===== config.mk =====
export PLATFORM = sky130hd
export DESIGN_NAME = seq_bit_serializer
export DESIGN_NICKNAME = d
export VERILOG_FILES = /design/src/rtl/seq_bit_serializer_pkg.sv /design/src/rtl/seq_bit_serializer.sv
export SDC_FILE = /design/constraint.sdc
export NUM_CORES = 1
export LEC_CHECK = 0
export CORE_MARGIN = 2
export CORE_UTILIZATION = 50
export DETAILED_ROUTE_END_ITERATION = 12
export MAX_ROUTING_LAYER = met4
export PLACE_DENSITY = 0.79
export SYNTH_ARGS = -nofsm -noshare
export SYNTH_HDL_FRONTEND = slang
export SYNTH_SLANG_ARGS = --single-unit

===== constraint.sdc =====
create_clock -name clk -period 3.6 [get_ports clk]
set_input_delay 1.08 -clock clk [delete_from_list [all_inputs] [get_ports clk]]
set_output_delay 1.08 -clock clk [all_outputs]
set_load 0.05 [all_outputs]

===== src/rtl/seq_bit_serializer_pkg.sv =====
// Shared types and constants for the serializer that feeds the 1011 sequence detector.
package seq_pkg;
    typedef enum logic [1:0] {IDLE, SHIFT, GAP} ser_state_t;

    localparam int SEQ_WORD_W  = 8;
    localparam int SEQ_GAP_MAX = 15;
endpackage


===== src/rtl/seq_bit_serializer.sv =====
// Parallel-to-serial front end: valid/ready word input, one bit per clock on x,
// one-word holding register for bubble-free streaming, optional inter-word gap.
module seq_bit_serializer
    import seq_pkg::ser_state_t;
    import seq_pkg::SEQ_WORD_W;
    import seq_pkg::SEQ_GAP_MAX;
#(
    parameter int WIDTH     = SEQ_WORD_W,
    parameter int MSB_FIRST = 1,
    parameter int GAP       = 0
) (
    input  logic             clk,
    input  logic             rst,
    input  logic [WIDTH-1:0] in_data,
    input  logic             in_valid,
    output logic             in_ready,
    output logic             x,
    output logic             x_valid,
    output logic             busy,
    output logic             word_done
);

    localparam int CW = (WIDTH > 1) ? $clog2(WIDTH) : 1;
    localparam int GW = $clog2(SEQ_GAP_MAX + 1);
    localparam logic [CW-1:0] LAST     = CW'(WIDTH - 1);
    localparam logic [GW-1:0] GAP_LOAD = GW'((GAP > 0) ? GAP - 1 : 0);

    ser_state_t       state, state_n;
    logic [WIDTH-1:0] sreg, sreg_n, shifted;
    logic [WIDTH-1:0] hold, hold_n;
    logic             hold_full, hold_full_n;
    logic [CW-1:0]    cnt, cnt_n;
    logic [GW-1:0]    gcnt, gcnt_n;
    logic             take, free_slot, consumed, head;

    assign take     = in_valid && in_ready;
    assign in_ready = !hold_full;

    // The register always moves toward whichever end is the head bit.
    assign shifted = (MSB_FIRST != 0) ? {sreg[WIDTH-2:0], 1'b0} : {1'b0, sreg[WIDTH-1:1]};
    assign head    = (MSB_FIRST != 0) ? sreg[WIDTH-1] : sreg[0];

    assign x_valid   = (state == seq_pkg::SHIFT);
    assign x         = x_valid && head;
    assign busy      = (state != seq_pkg::IDLE);
    assign word_done = x_valid && (cnt == LAST);

    always_ff @(posedge clk or negedge rst) begin
        if (!rst) begin
            state     <= seq_pkg::IDLE;
            sreg      <= '0;
            hold      <= '0;
            hold_full <= 1'b0;
            cnt       <= '0;
            gcnt      <= '0;
        end else begin
            state     <= state_n;
            sreg      <= sreg_n;
            hold      <= hold_n;
            hold_full <= hold_full_n;
            cnt       <= cnt_n;
            gcnt      <= gcnt_n;
        end
    end

    always_comb begin
        state_n     = state;
        sreg_n      = sreg;
        hold_n      = hold;
        hold_full_n = hold_full;
        cnt_n       = cnt;
        gcnt_n      = gcnt;
        free_slot   = 1'b0;
        consumed    = 1'b0;

        case (state)
            seq_pkg::IDLE: begin
                if (take) begin
                    sreg_n   = in_data;
                    cnt_n    = '0;
                    state_n  = seq_pkg::SHIFT;
                    consumed = 1'b1;
                end
            end
            seq_pkg::SHIFT: begin
                sreg_n = shifted;
                cnt_n  = cnt + 1'b1;
                if (cnt == LAST) begin
                    if (GAP > 0) begin
                        state_n = seq_pkg::GAP;
                        gcnt_n  = GAP_LOAD;
                    end else begin
                        free_slot = 1'b1;
                    end
                end
            end
            seq_pkg::GAP: begin
                if (gcnt == '0) free_slot = 1'b1;
                else            gcnt_n    = gcnt - 1'b1;
            end
            default: state_n = seq_pkg::IDLE;
        endcase

        // A pending held word always wins the slot; in_ready is low then, so no
        // new handshake can compete with it.
        if (free_slot) begin
            if (hold_full) begin
                sreg_n      = hold;
                hold_full_n = 1'b0;
                cnt_n       = '0;
                state_n     = seq_pkg::SHIFT;
            end else if (take) begin
                sreg_n   = in_data;
                cnt_n    = '0;
                state_n  = seq_pkg::SHIFT;
                consumed = 1'b1;
            end else begin
                state_n = seq_pkg::IDLE;
            end
        end

        if (take && !consumed) begin
            hold_n      = in_data;
            hold_full_n = 1'b1;
        end
    end

endmodule

# Word-level counts from Yosys, hierarchy flattened
# Index checks and enable logic that the tools add are counted.
[word_totals]
ff_bits = 26
in_bits = 11
[op_classes]
n_reduce_logical = 13
n_bitwise = 1
eq_ne = 5
add_sub_neg = 2
muxes = 25
[ops]
columns = ["operator", "n"]
rows = [
  ["$mux W8", 4],
  ["$pmux W8 S2", 1],
  ["$mux W3", 4],
  ["$mux W1", 11],
  ["$pmux W3 S2", 1],
  ["$logic_and A1 B1 Y1", 4],
  ["$logic_not A4 Y1", 1],
  ["$mux W2", 2],
  ["$pmux W2 S2", 1],
  ["$reduce_and A2 Y1", 2],
  ["$reduce_bool A2 Y1", 2],
  ["$sub A4 B1 Y4 const B", 1],
  ["$add A3 B1 Y3 const B", 1],
  ["$eq A3 B3 Y1 const B", 1],
  ["$ne A3 B3 Y1 const B", 1],
  ["$eq A2 B1 Y1 const B", 1],
  ["$eq A2 B2 Y1 const B", 1],
  ["$logic_not A1 Y1", 2],
  ["$logic_not A2 Y1", 1],
  ["$ne A2 B1 Y1 const B", 1],
  ["$pmux W1 S2", 1],
  ["$reduce_or A2 Y1", 1],
  ["$not A1 Y1", 1],
]

# Logic depth before layout (Yosys ltp)
[depth]
word_depth = 10
ltp_mapped = 6

# Worst setup path after synthesis
# Ideal clock, no wire load.
[synth_timing]
kind = "register to output"
startpoint = "register state[0]"
endpoint = "output word_done"
slack_ns = 0.842
stages_incl_launch_ff = 3
n_path_buf = 0
arrival_ns = 1.678
required_time_ns = 2.520
path_cell_list = "dfrtp_1 -> inv_1 -> nor2_1"
[synth_between]
elab_chain_len = 2
[synth_rtl]
columns = ["item", "line", "source"]
rows = [
  ["start: declaration", "seq_bit_serializer.sv:28", "ser_state_t state, state_n;"],
  ["start signal: assignment", "seq_bit_serializer.sv:50", "state <= seq_pkg::IDLE;"],
  ["start signal: assignment", "seq_bit_serializer.sv:57", "state <= state_n;"],
  ["$eq A2 B1 Y1", "seq_bit_serializer.sv:43", "assign x_valid = (state == seq_pkg::SHIFT);"],
  ["$logic_and A1 B1 Y1", "seq_bit_serializer.sv:46", "assign word_done = x_valid && (cnt == LAST);"],
  ["end: declaration", "seq_bit_serializer.sv:20", "output logic word_done"],
]
# No other way between the ends.

# Final worst setup path
[layout_timing]
startpoint = "register cnt[0]"
endpoint = "output word_done"
[layout_between]
elab_chain_len = 2
[layout_rtl]
columns = ["item", "line", "source"]
rows = [
  ["start: declaration", "seq_bit_serializer.sv:32", "logic [CW-1:0] cnt, cnt_n;"],
  ["start signal: assignment", "seq_bit_serializer.sv:61", "cnt <= cnt_n;"],
  ["$eq A3 B3 Y1", "seq_bit_serializer.sv:46", ""],
  ["$logic_and A1 B1 Y1", "seq_bit_serializer.sv:46", ""],
]
# No other way between the ends.

==> impl_metrics.env <==
export IMPL_synth_xor_area_share_pct=0
export IMPL_post_route_util_pct=59.6
export IMPL_synth_simple_gate_area_share_pct=15.7
export IMPL_hold_class="flop to flop"
export IMPL_synth_top_family_by_area="compound AO/OA/AOI/OAI gates"
export IMPL_cts_clk_slew_worst_paths_ps=120
export IMPL_p_leak_nw=0.552
export IMPL_synth_area_leaders="dfrtp_1 48%, mux2_1 7.1%, nand2_1 4.8%"
export IMPL_finalCriticalPeriod_ps=3280
export IMPL_path_cells="ha_1 > nand2_1 > nor2_1 > clkdlybuf4s50_1"
export IMPL_worst_hold_path_num_cells=1
export IMPL_drtIter0Drc=27
export IMPL_finalClockSkew_ps=5.08
export IMPL_finalHoldViolCount=0
export IMPL_gp_congestion=0.848
export IMPL_port_buffers=15
export IMPL_cpMaxStageDelayCell="clkdlybuf4s50_1"
export IMPL_grt_pass1_wl_um=4130
export IMPL_power_density_nw_per_um2=888
export IMPL_maxClockFrequency_mhz=304
export IMPL_start_util_pct=51.4
export IMPL_cap_violations=0
export IMPL_drc_errors=0
export IMPL_syn_area_per_cell_um2=10.5
export IMPL_synth_edf_count=0
export IMPL_synth_mux_area_share_pct=9.06
export IMPL_finalInstanceArea_um2=1280
export IMPL_synth_compound_area_share_pct=19.7
export IMPL_synth_largest_area_cell="dfrtp_1"
export IMPL_nets=134
export IMPL_synth_fa_ha_area_share_pct=2.27
export IMPL_layout_drive_gt1_share_pct=8.33
export IMPL_drt_total_wl_um=2300
export IMPL_critPathKind="flop to output port"
export IMPL_required_ps=2520
export IMPL_die_x_um=51.0
export IMPL_num_antenna_cells=0
export IMPL_clock_latency_ps=300
export IMPL_syn_inst=105
export IMPL_clockBufferDepth=2
export IMPL_cp_startpoint="cnt[0]"
export IMPL_maxSlewViolCount=0
export IMPL_clock_sinks=21
export IMPL_rows=17
export IMPL_root_buffer="clkbuf_4"
export IMPL_die_y_um=51.0
export IMPL_max_slew_margin_pct=37.3
export IMPL_whs_endpoint="hold[7]"
export IMPL_numCtsBuffers=3
export IMPL_status="finished, final reports clean"
export IMPL_post_cts_buffers=0
export IMPL_ys_ff_latch=21
export IMPL_rsz0062_at_grt="false"
export IMPL_r2r_end="hold[5]"
export IMPL_routedWlPerCell_um=15.5
export IMPL_peakVddDrop_v=0.000440
export IMPL_syn_nets=118
export IMPL_fillers=203
export IMPL_vias_per_cell=5.84
export IMPL_grt_pass1_vias=904
export IMPL_layout_common_cells="21 x dfrtp_1, 15 x clkdlybuf4s50_1, 14 x nand2_1"
export IMPL_synthArstFlopShare_pct=100
export IMPL_postCtsHoldBufs=0
export IMPL_vias=864
export IMPL_multi_input_area_um2=517
export IMPL_reg2regPathDepth=4
export IMPL_seq_area_um2=526
export IMPL_htreeDepth=1
export IMPL_yosysUniqueCellTypes=30
export IMPL_antenna_found_initial=0
export IMPL_end_kind="output port"
export IMPL_tightest_slew_ps=937
export IMPL_r2r_slack_ps=1950
export IMPL_cts_tree="done"
export IMPL_core_um2=2150
export IMPL_grt_max_degree=22
export IMPL_pin_count=16
export IMPL_tns_ps=0
export IMPL_yosysWarnings=0
export IMPL_ant_nets=0
export IMPL_firstDrtPassIters=4
export IMPL_setup_viol=0
export IMPL_synth_top_area_share_pct=47.6
export IMPL_crit_fanout=8
export IMPL_min_from="hold[7]"
export IMPL_final_common_cell="dfrtp_1"
export IMPL_placed_area_um2=1250
export IMPL_place_hpwl_um=1650
export IMPL_synth_flop_cell="dfrtp_1"
export IMPL_yosysSeqAreaShare_pct=47.6
export IMPL_period_share_pct=91.2
export IMPL_grt_usage_pct=22.4
export IMPL_overflow=0
export IMPL_crit_path_max_incr_delay_ps=820
export IMPL_cts_resized=0
export IMPL_arrival_ps=2200
export IMPL_cp_start_kind="flop"
export IMPL_synth_area_um2=1100
export IMPL_area_delta_synth_final_pct=16.0
export IMPL_power_w=0.00114
export IMPL_rr_startpoint="cnt[0]"
export IMPL_die_area_um2=2600
==> routing by layer <==
layer,share of wire (%),GRT usage (%),wire [um],up-vias
li1,-,-,-,415
met1,43,28.5,984,411
met2,50,35.1,1150,34
met3,5.6,3.51,128,4
met4,1.3,10.8,31,0
met5,0,-,0,-
==> worst max-delay path: cells and delay by family, from the launching register on <==
| kind | cells | cell delay, ps |
|---|---|---|
| and+or+nand+nor | 2 | 450 |
| DFF | 1 | 420 |
| buffers and inverters | 1 | 820 |
| adders and majority gates | 1 | 220 |
==> worst max-delay path by stage <==
stage	end	slack, ps
detailed placement	word_done	660
global placement	word_done	700
global route	word_done	180
finish	word_done	320
CTS	word_done	310
floorplan	word_done	840
==> layout make-up <==
cell class,count,share of cell area [%]
multi-input combinational,75,40.3
tap,28,2.73
sequential,21,41.0
timing repair buffer,17,12.9
clock buffer,3,1.76
inverter,3,0.879
clock inverter,1,0.391
==> stage by stage <==
stage | hold WS (ps) | cells | worst slack (ps)
floorplan | 463 | 105 | 842
global placement | 475 | 144 | 697
detailed placement | 484 | 144 | 656
CTS | 512 | 148 | 308
global route | 532 | 148 | 184
finish | 507 | 148 | 315
==> power breakdown <==
part	total [W]	leakage, nW	switching (W)	internal, W
Clock	0.000113	0.0177	0.0000713	0.0000414
Sequential	0.000423	0.256	0.0000836	0.000339
Combinational	0.000602	0.278	0.000336	0.000266
==> cell usage after synthesis, types with 2 or more instances <==
master    instances
inv_1             3
a221oi_1          2
o21ai_0           2
buf_6             3
a22o_1            3
buf_2             2
nor3b_1           2
ha_1              2
mux2_1            7
and2_1            3
o21ai_1           8
o22ai_1           4
a222oi_1          3
a31oi_1           5
nand2_1          14
nor2_1            5
nand2b_1          4
dfrtp_1          21
==> logic make-up after synthesis <==
family / Yosys count
simple gates: 33
compound gates: 31
flops: 21
buf+inv: 9
mux: 9
fa+ha+maj: 2
==> flip-flops by register name (all words and copies together), names as in the netlist <==
name       cells
hold_full      1
hold           8
cnt            3
sreg           8
state          1
Note: power is estimated with default switching activity, not from simulation.
